--- src/rtl/uart_frame_parser_if.sv ---
// Bus between the UART receive side, the frame parser and the payload consumer.
// The master side drives the enable and the received-byte strobe/data; the
// parser (slave side) returns the receiver enable, frame fields and status.
interface uart_frame_parser_if;
  logic       En;
  logic       RX_Done_Sig;
  logic [7:0] RX_Data;
  logic       RX_En_Sig;
  logic [7:0] Cmd;
  logic [7:0] Len;
  logic [7:0] Pay_Data;
  logic       Pay_Valid;
  logic [7:0] Pay_Idx;
  logic       Frame_Ok;
  logic       Frame_Err;
  logic [1:0] Err_Code;
  logic       Busy;

  modport master (
    output En, RX_Done_Sig, RX_Data,
    input  RX_En_Sig, Cmd, Len, Pay_Data, Pay_Valid, Pay_Idx,
    input  Frame_Ok, Frame_Err, Err_Code, Busy
  );

  modport slave (
    input  En, RX_Done_Sig, RX_Data,
    output RX_En_Sig, Cmd, Len, Pay_Data, Pay_Valid, Pay_Idx,
    output Frame_Ok, Frame_Err, Err_Code, Busy
  );
endinterface

--- src/rtl/uart_frame_parser.sv ---
// Byte-level frame parser: 0x55 0xAA LEN CMD payload[LEN] CHK.
// Payload is streamed as it arrives; the frame is judged on the CHK byte.
// An inter-byte timeout returns the parser to IDLE on truncated frames.
module uart_frame_parser #(
  parameter int MAX_LEN      = 32,
  parameter int TIMEOUT_CLKS = 200000
) (
  input  logic                  CLOCK,
  input  logic                  RST,
  uart_frame_parser_if.slave    bus
);

  localparam logic [2:0] S_IDLE = 3'd0;
  localparam logic [2:0] S_HDR2 = 3'd1;
  localparam logic [2:0] S_LEN  = 3'd2;
  localparam logic [2:0] S_CMD  = 3'd3;
  localparam logic [2:0] S_PAY  = 3'd4;
  localparam logic [2:0] S_CHK  = 3'd5;

  localparam int          TW        = $clog2(TIMEOUT_CLKS + 1);
  localparam logic [TW-1:0] TMO_MAX = TW'(TIMEOUT_CLKS);
  localparam logic [7:0]  MAX_LEN_B = 8'(MAX_LEN);

  logic [2:0]    state_q, state_d;
  logic [7:0]    sum_q, sum_d;
  logic [7:0]    cnt_q, cnt_d;
  logic [TW-1:0] tmo_q, tmo_d;
  logic          rx_en_q;
  logic [7:0]    cmd_q, cmd_d;
  logic [7:0]    len_q, len_d;
  logic [7:0]    pay_data_q, pay_data_d;
  logic [7:0]    pay_idx_q, pay_idx_d;
  logic          pay_valid_q, pay_valid_d;
  logic          ok_q, ok_d;
  logic          err_q, err_d;
  logic [1:0]    err_code_q, err_code_d;
  logic [7:0]    rx;

  assign rx = bus.RX_Data;

  // Next-state logic: one byte per RX_Done_Sig cycle, timeout when idle mid-frame.
  always_comb begin
    state_d     = state_q;
    sum_d       = sum_q;
    cnt_d       = cnt_q;
    tmo_d       = tmo_q;
    cmd_d       = cmd_q;
    len_d       = len_q;
    pay_data_d  = pay_data_q;
    pay_idx_d   = pay_idx_q;
    err_code_d  = err_code_q;
    pay_valid_d = 1'b0;
    ok_d        = 1'b0;
    err_d       = 1'b0;
    if (!bus.En) begin
      // Disabled: drop any frame silently, keep Cmd/Len/Err_Code.
      state_d = S_IDLE;
      sum_d   = '0;
      cnt_d   = '0;
      tmo_d   = '0;
    end else if (bus.RX_Done_Sig) begin
      // A byte always wins over a timeout expiring in the same cycle.
      tmo_d = '0;
      case (state_q)
        S_IDLE: begin
          if (rx == 8'h55) state_d = S_HDR2;
        end
        S_HDR2: begin
          if (rx == 8'hAA)      state_d = S_LEN;
          else if (rx != 8'h55) state_d = S_IDLE;
        end
        S_LEN: begin
          if (rx == 8'd0 || rx > MAX_LEN_B) begin
            err_d      = 1'b1;
            err_code_d = 2'b01;
            state_d    = S_IDLE;
          end else begin
            len_d   = rx;
            sum_d   = rx;
            state_d = S_CMD;
          end
        end
        S_CMD: begin
          cmd_d   = rx;
          sum_d   = sum_q + rx;
          cnt_d   = '0;
          state_d = S_PAY;
        end
        S_PAY: begin
          pay_data_d  = rx;
          pay_idx_d   = cnt_q;
          pay_valid_d = 1'b1;
          sum_d       = sum_q + rx;
          cnt_d       = cnt_q + 8'd1;
          if (cnt_q == len_q - 8'd1) state_d = S_CHK;
        end
        S_CHK: begin
          if (rx == sum_q) begin
            ok_d = 1'b1;
          end else begin
            err_d      = 1'b1;
            err_code_d = 2'b10;
          end
          state_d = S_IDLE;
        end
        default: state_d = S_IDLE;
      endcase
    end else if (state_q != S_IDLE) begin
      // Counter stops at TMO_MAX; reaching it with no byte aborts the frame.
      if (tmo_q == TMO_MAX) begin
        err_d      = 1'b1;
        err_code_d = 2'b11;
        state_d    = S_IDLE;
        sum_d      = '0;
        cnt_d      = '0;
        tmo_d      = '0;
      end else begin
        tmo_d = tmo_q + 1'b1;
      end
    end
  end

  // State and output registers with synchronous reset.
  always_ff @(posedge CLOCK) begin
    if (RST) begin
      state_q     <= S_IDLE;
      sum_q       <= '0;
      cnt_q       <= '0;
      tmo_q       <= '0;
      rx_en_q     <= 1'b0;
      cmd_q       <= '0;
      len_q       <= '0;
      pay_data_q  <= '0;
      pay_idx_q   <= '0;
      pay_valid_q <= 1'b0;
      ok_q        <= 1'b0;
      err_q       <= 1'b0;
      err_code_q  <= '0;
    end else begin
      state_q     <= state_d;
      sum_q       <= sum_d;
      cnt_q       <= cnt_d;
      tmo_q       <= tmo_d;
      rx_en_q     <= bus.En;
      cmd_q       <= cmd_d;
      len_q       <= len_d;
      pay_data_q  <= pay_data_d;
      pay_idx_q   <= pay_idx_d;
      pay_valid_q <= pay_valid_d;
      ok_q        <= ok_d;
      err_q       <= err_d;
      err_code_q  <= err_code_d;
    end
  end

  assign bus.RX_En_Sig = rx_en_q;
  assign bus.Cmd       = cmd_q;
  assign bus.Len       = len_q;
  assign bus.Pay_Data  = pay_data_q;
  assign bus.Pay_Valid = pay_valid_q;
  assign bus.Pay_Idx   = pay_idx_q;
  assign bus.Frame_Ok  = ok_q;
  assign bus.Frame_Err = err_q;
  assign bus.Err_Code  = err_code_q;
  assign bus.Busy      = (state_q != S_IDLE);

endmodule

--- src/flat_wrapper.sv ---
// flat-port wrapper written by rule: the top's interface ports become plain ports
module uart_frame_parser_flat 
#(
  parameter int MAX_LEN      = 32,
  parameter int TIMEOUT_CLKS = 200000
)
  (CLOCK, RST, bus_En, bus_RX_Done_Sig, bus_RX_Data, bus_RX_En_Sig, bus_Cmd, bus_Len, bus_Pay_Data, bus_Pay_Valid, bus_Pay_Idx, bus_Frame_Ok, bus_Frame_Err, bus_Err_Code, bus_Busy);
  uart_frame_parser_if bus_i ();
  input  logic CLOCK;
  input  logic RST;
  input wire logic [$bits(bus_i.En)-1:0] bus_En;
  input wire logic [$bits(bus_i.RX_Done_Sig)-1:0] bus_RX_Done_Sig;
  input wire logic [$bits(bus_i.RX_Data)-1:0] bus_RX_Data;
  output wire logic [$bits(bus_i.RX_En_Sig)-1:0] bus_RX_En_Sig;
  output wire logic [$bits(bus_i.Cmd)-1:0] bus_Cmd;
  output wire logic [$bits(bus_i.Len)-1:0] bus_Len;
  output wire logic [$bits(bus_i.Pay_Data)-1:0] bus_Pay_Data;
  output wire logic [$bits(bus_i.Pay_Valid)-1:0] bus_Pay_Valid;
  output wire logic [$bits(bus_i.Pay_Idx)-1:0] bus_Pay_Idx;
  output wire logic [$bits(bus_i.Frame_Ok)-1:0] bus_Frame_Ok;
  output wire logic [$bits(bus_i.Frame_Err)-1:0] bus_Frame_Err;
  output wire logic [$bits(bus_i.Err_Code)-1:0] bus_Err_Code;
  output wire logic [$bits(bus_i.Busy)-1:0] bus_Busy;
  assign bus_i.En = bus_En;
  assign bus_i.RX_Done_Sig = bus_RX_Done_Sig;
  assign bus_i.RX_Data = bus_RX_Data;
  assign bus_RX_En_Sig = bus_i.RX_En_Sig;
  assign bus_Cmd = bus_i.Cmd;
  assign bus_Len = bus_i.Len;
  assign bus_Pay_Data = bus_i.Pay_Data;
  assign bus_Pay_Valid = bus_i.Pay_Valid;
  assign bus_Pay_Idx = bus_i.Pay_Idx;
  assign bus_Frame_Ok = bus_i.Frame_Ok;
  assign bus_Frame_Err = bus_i.Frame_Err;
  assign bus_Err_Code = bus_i.Err_Code;
  assign bus_Busy = bus_i.Busy;
  uart_frame_parser #(.MAX_LEN(MAX_LEN), .TIMEOUT_CLKS(TIMEOUT_CLKS)) u_core (.CLOCK(CLOCK), .RST(RST), .bus(bus_i));
endmodule
--- config.mk ---
export PLATFORM = sky130hd
export DESIGN_NAME = uart_frame_parser_flat
export DESIGN_NICKNAME = d
export VERILOG_FILES = /design/src/rtl/uart_frame_parser_if.sv /design/src/rtl/uart_frame_parser.sv /design/src/flat_wrapper.sv
export SDC_FILE = /design/constraint.sdc
export NUM_CORES = 1
export LEC_CHECK = 0
export CAP_MARGIN = 20
export CORE_MARGIN = 2
export CORE_UTILIZATION = 40
export CTS_CLUSTER_SIZE = 25
export DETAILED_ROUTE_END_ITERATION = 10
export HOLD_SLACK_MARGIN = 0.06
export PLACE_DENSITY = 0.63
export SLEW_MARGIN = 20
export SYNTH_ARGS = -nofsm -noshare
export SYNTH_HDL_FRONTEND = slang
export SYNTH_SLANG_ARGS = --single-unit
--- constraint.sdc ---
create_clock -name CLOCK -period 2.4 [get_ports CLOCK]
set_clock_uncertainty 0.15 [all_clocks]
set_input_delay 0.48 -clock CLOCK [delete_from_list [all_inputs] [get_ports CLOCK]]
set_output_delay 0.48 -clock CLOCK [all_outputs]
set_load 0.1 [all_outputs]
# Yosys cells after proc, flatten, opt, wreduce, memory -nomap -nowiden
# Cells that the tools add are included.
[op_classes] n_addsub=4 magnitude_cmp=1 n_eq_ne=20 muxes=31 bitwise=4 n_reduce_logical=18
[op_table] op="8-bit two-way mux" n=5
[op_table] op="8-bit one-hot mux with 2 select lines" n=2
[op_table] op="3-bit two-way mux" n=7
[op_table] op="18-bit by 1-bit adder with 18-bit output (second input constant)" n=1
[op_table] op="18-bit equality test (second input constant)" n=1
[op_table] op="18-bit two-way mux" n=1
[op_table] op="8-bit equality test" n=2
[op_table] op="3-bit one-hot mux with 5 select lines" n=1
[op_table] op="2-bit two-way mux" n=6
[op_table] op="3-bit by 2-bit != test with 1-bit output (second input constant)" n=4
[op_table] op="3-bit AND reduction" n=3
[op_table] op="8-bit by 1-bit adder with 8-bit output (second input constant)" n=1
[op_table] op="8-bit adder" n=1
[op_table] op="8-bit by 7-bit equality test with 1-bit output (second input constant)" n=1
[op_table] op="8-bit equality test (second input constant)" n=1
[op_table] op="8-bit by 6-bit greater-than comparator with 1-bit output (second input constant)" n=1
[op_table] op="8-bit zero test" n=1
[op_table] op="8-bit by 7-bit != test with 1-bit output (second input constant)" n=1
[op_table] op="4-bit AND reduction" n=2
[op_table] op="8-bit by 1-bit subtractor with 8-bit output (second input constant)" n=1
[op_table] op="1-bit two-way mux" n=7
[op_table] op="3-bit by 2-bit equality test with 1-bit output (second input constant)" n=2
[op_table] op="3-bit equality test (second input constant)" n=2
[op_table] op="3-bit by 1-bit != test with 1-bit output (second input constant)" n=2
[op_table] op="15 further kinds" n=22
[word_totals] reg_bits=75 inputBits=12 out_inout_bits=39 word_cells=91

# Longest topological paths before layout
[depth] depth_word=5 mapped_depth=9 ltp_nobuf=9

# Least setup slack after synthesis
# Ideal clock, no wire load.
[synth_path] path_type="register to register" startpoint="reg u_core.len_q[0] (netlist: u_core.bus.Len[0])" endpoint="reg u_core.state_q[2]" setup_ps=131 arrival_ps=2275 required_time_ps=2119 slack_ps=-156 stages_incl_launch_ff=9 n_path_buf=0 period_less_slack_ps=2556 cell_sequence="dfxtp_1 > inv_1 > ha_1 > xnor2_1 > o2bb2ai_1 > o21ai_0 > a41oi_1 > o211ai_1 > o41ai_2"
[synth_between] elab_chain_cells=4
[synth_rtl] element="from (decl)" line="uart_frame_parser.sv:30" text="logic [7:0] len_q, len_d;"
[synth_rtl] element="from (signal assigned)" line="uart_frame_parser.sv:146" text="len_q <= len_d;"
[synth_rtl] element="8-bit by 1-bit subtractor with 8-bit output" line="uart_frame_parser.sv:95" text="if (cnt_q == len_q - 8'd1) state_d = S_CHK;"
[synth_rtl] element="8-bit equality test" line="uart_frame_parser.sv:95"
[synth_rtl] element="3-bit by 2-bit != test with 1-bit output (no source line)"
[synth_rtl] element="5-bit AND reduction (no source line)"
[synth_rtl] element="to (signal assigned)" line="uart_frame_parser.sv:140" text="state_q <= state_d;"
[synth_rtl] element="to (decl)" line="uart_frame_parser.sv:24" text="logic [2:0] state_q, state_d;"
# Every way passes these cells.
# A chain may end at the register's enable or synchronous reset.

# Final worst setup path
[layout_path] startpoint="in bus_RX_Data[3]" endpoint="reg u_core.err_code_q[1] (netlist: u_core.bus.Err_Code[1])"
[layout_between] elab_chain_cells=4 word_cells_on_any_way=7 classes_between="order compare (1); eq/ne (3); reduce/logical (3)"
[layout_rtl] element="from (decl)" line="flat_wrapper.sv:13" text="input wire logic [$bits(bus_i.RX_Data)-1:0] bus_RX_Data;"
[layout_rtl] element="8-bit by 6-bit greater-than comparator with 1-bit output / 8-bit zero test (equally long branches)" line="uart_frame_parser.sv:73" text="if (rx == 8'd0 || rx > MAX_LEN_B) begin"
[layout_rtl] element="1-bit logical OR" line="uart_frame_parser.sv:73"
[layout_rtl] element="3-bit by 2-bit != test with 1-bit output (no source line)"
[layout_rtl] element="6-bit AND reduction (no source line) (*)"
[layout_rtl] element="to (signal assigned)" line="uart_frame_parser.sv:152" text="err_code_q <= err_code_d;"
[layout_rtl] element="to (decl)" line="uart_frame_parser.sv:36" text="logic [1:0] err_code_q, err_code_d;"
# Every way passes the cells marked *; elsewhere a longest branch is shown, timed or not.

==> results.ini <==
[outcome]
outcome=finished clean

[power_and_ir_drop]
vdd.ir_drop.worst_v=0.000224
intPower_mw=1.74
pwr-share-clk_pct=38.5
powerDensity_mw_per_mm2=485
seq_power_share_pct=53.6
switching_share_pct=25.2
p_sw_mw=0.588
leakagePower_nw=1.91
pwr-share-comb_pct=7.9

[setup_path]
path_max_fanout=6
slowest_delay_ns=0.40
worstPathCellList=clkdlybuf4s50_1 > buf_4 > ha_1 > nor4b_1 > nand4_1 > o21ai_2 > nor3_2 > a311oi_1
critical_path_class=in2reg
end_kind=flip-flop
critPathSlowestCell=clkdlybuf4s50_1
critPathArrivalTime_ns=2.45
worst-endpoint-required_ns=2.52
crit_path_start_kind=input pin

[grt]
grt_pass1_vias=3317
top_usage_layer=met2
grt_pass1_wl_mm=16.0
grt-ovfl-total=0
grt_max_degree=34
antenna_found_initial=0
grt_use_met1_pct=25.5
grt.met3_usage_pct=3.73
grt.total_usage_pct=19.5
met2_usage_pct=31.5

[route]
vias=3356
viasPerCell=5.08
initialDrtViolationCount=175
routed_wl_mm=9.37
routedWlPerCell_um=14.2
drc=0
dr.pass1.iters=4
ant_nets=0

[synth]
async_flop_share_pct=0
ys.flop_type=dfxtp_1
synth_edf_count=0
ys.warnings.count=0
seq_area_frac_synth_pct=39.4
synth.avg_cell_area_um2=8.49
yosys-top-cells-area=dfxtp_1 39%, nor2_1 6.3%, nand2_1 5.4%
synth_fp_nets=473
synth.ff_latch_count=75
synth_top_area_share_pct=39.4
syn_area_mm2=0.00381
yosysTopAreaCell=dfxtp_1
synthCells=449
ys_types=67

[cts]
cts_hold_buf=0
postCtsSetupBuffers=0
numCtsBuffers=9
h-tree-depth=3
cts_tree=yes
cts_buffer_depth=2
clkTransAtPathRegs_ns=0.08
clk_latency_ns=0.35
clock-sinks=75
cts-root-buf=clkbuf_8

[min_path]
hold_path_class=reg2reg

[floorplanning]
num_rows=35
die_h_um=102
num_io_pins=51
die-area_mm2=0.0103
die_x_um=102
core-area_mm2=0.00924
start_util_pct=41.2

[finish]
drive_above_1_share_pct=21.7
areaGrowthSynthToFinish_pct=26.1
mostFrequentLayoutCell=buf_4
antenna_cells=0
multiInputGateArea_mm2=0.00218
final-instance-count-excl-fill=660
fillerInstances=880
final_cell_mix=74 x buf_4, 73 x dfxtp_1, 64 x nor2_1
nets=551
seq_area_mm2=0.00150

[timing]
setup_viol=0
rsz0062_at_grt=no
holdWs_ns=0.305
hold_viol_final=0
period_minus_slack_ns=2.33
max_slew.worst_pin.slew_ns=0.535
relSlewSlack_pct=64.3
fin_tns_setup_ns=0
fin_crit_sh_pct=97.1
slew_viol_final=0
fmax_mhz=429

[placed_design]
place_congestion=0.866
port_buffers=50
dp.cells=645
dp_hpwl_mm=6.82

[run]
drv_cap=0

## critical path: cells and delay by family
kind,cells,cell delay (ns)
AND/OR/NAND/NOR,3,0.62
buffers and inverters,2,0.58
adder cells (fa/ha/maj),1,0.32
AO/OA/AOI/OAI,2,0.45
## repair_timing
item	4_1_cts	5_1_grt
cloned	0	0
endpoints found under the setup margin	8	20
pin swaps	0	1
resized for setup	2	8
## registers in the layout, indices dropped and copies added, names as in the netlist
register and count:
u_core.bus.Pay_Valid 1, u_core.tmo_q 18, u_core.bus.Frame_Err 1, u_core.bus.RX_En_Sig 1, u_core.sum_q 8, u_core.bus.Err_Code 2
u_core.state_q 3, u_core.cnt_q 8, u_core.bus.Frame_Ok 1, u_core.bus.Pay_Idx 8, u_core.bus.Cmd 8, u_core.bus.Pay_Data 8
u_core.bus.Len 8
## kinds of logic (layout without fill, tap and decap cells)
logic type | after synthesis | count (layout) | synth area share [%]
multiplexers | 14 | 14 | 3.71
adder cells (fa/ha/maj) | 12 | 12 | 4.14
AO/OA/AOI/OAI | 72 | 72 | 13.4
XOR/XNOR | 38 | 38 | 8.74
AND/OR/NAND/NOR | 204 | 204 | 26.7
flip-flops | 75 | 75 | 39.4
buffers and inverters | 34 | 116 | 3.84
## power by group through the flow
stage	registers [mW]	clock network, mW	logic [mW]
CTS	1.25	0.923	0.184
floorplan	1.30	0	0.0724
global route	1.25	0.971	0.198
global placement	1.28	0	0.183
detailed placement	1.28	0	0.184
finish	1.25	0.897	0.184
## cell usage after synthesis, drive strengths merged (2+ instances only)
master   number
a211oi        2
a21o          2
a21oi        22
a22oi         7
a31o          2
a31oi         4
a41o          2
and2          5
and3          5
and3b         2
and4          4
buf           9
clkbuf       12
dfxtp        75
ha           11
inv          13
mux2i        13
nand2        56
nand2b        4
nand3        14
nand4        11
nand4b        2
nor2         65
nor2b         3
nor3         14
nor3b         6
nor4          3
nor4b         2
o2111ai       2
o211ai        2
o21a          2
o21ai         9
o21bai        2
o311ai        2
o31ai         4
or3           3
xnor2        19
xor2         19
## layout make-up
cell class / count / area share, %
Multi-Input combinational cell: 340 / 45.4
Timing Repair Buffer: 88 / 15.2
Tap cell: 129 / 3.36
Sequential cell: 75 / 31.3
Clock inverter: 4 / 0.547
Inverter: 13 / 1.02
Clock buffer: 11 / 3.15
## path summary, 6_finish.rpt
check	slack (ns)	depth (start not counted)	from	endpoint
max reg2reg	0.22	6	u_core.state_q[0]	u_core.tmo_q[1]
min reg2reg	0.30	2	u_core.bus.Pay_Idx[5]	u_core.bus.Pay_Idx[5]
min	0.30	2	u_core.bus.Pay_Idx[5]	u_core.bus.Pay_Idx[5]
max	0.07	8	bus_RX_Data[3]	u_core.bus.Err_Code[1]
## per-stage QoR
step / utilization, % / total power [mW] / setup slack, ns / cell area [um^2]
after global placement: 49.8 / 1.46 / -0.418 / 4600
after CTS: 51.7 / 2.36 / 0.00304 / 4780
after floorplan: - / 1.37 / 0.0771 / 3810
after global routing: 52.0 / 2.42 / 0.000795 / 4810
final: 52.0 / 2.33 / 0.0691 / 4810
after detailed placement: 49.8 / 1.46 / -0.413 / 4600
## per-layer routing
layer / part of all wire (%) / vias up
li1: - / 1725
met1: 48 / 1555
met2: 47 / 62
met3: 3.6 / 14
met4: 2.1 / 0
met5: 0 / -
Note: power is estimated with default switching activity, not from simulation.
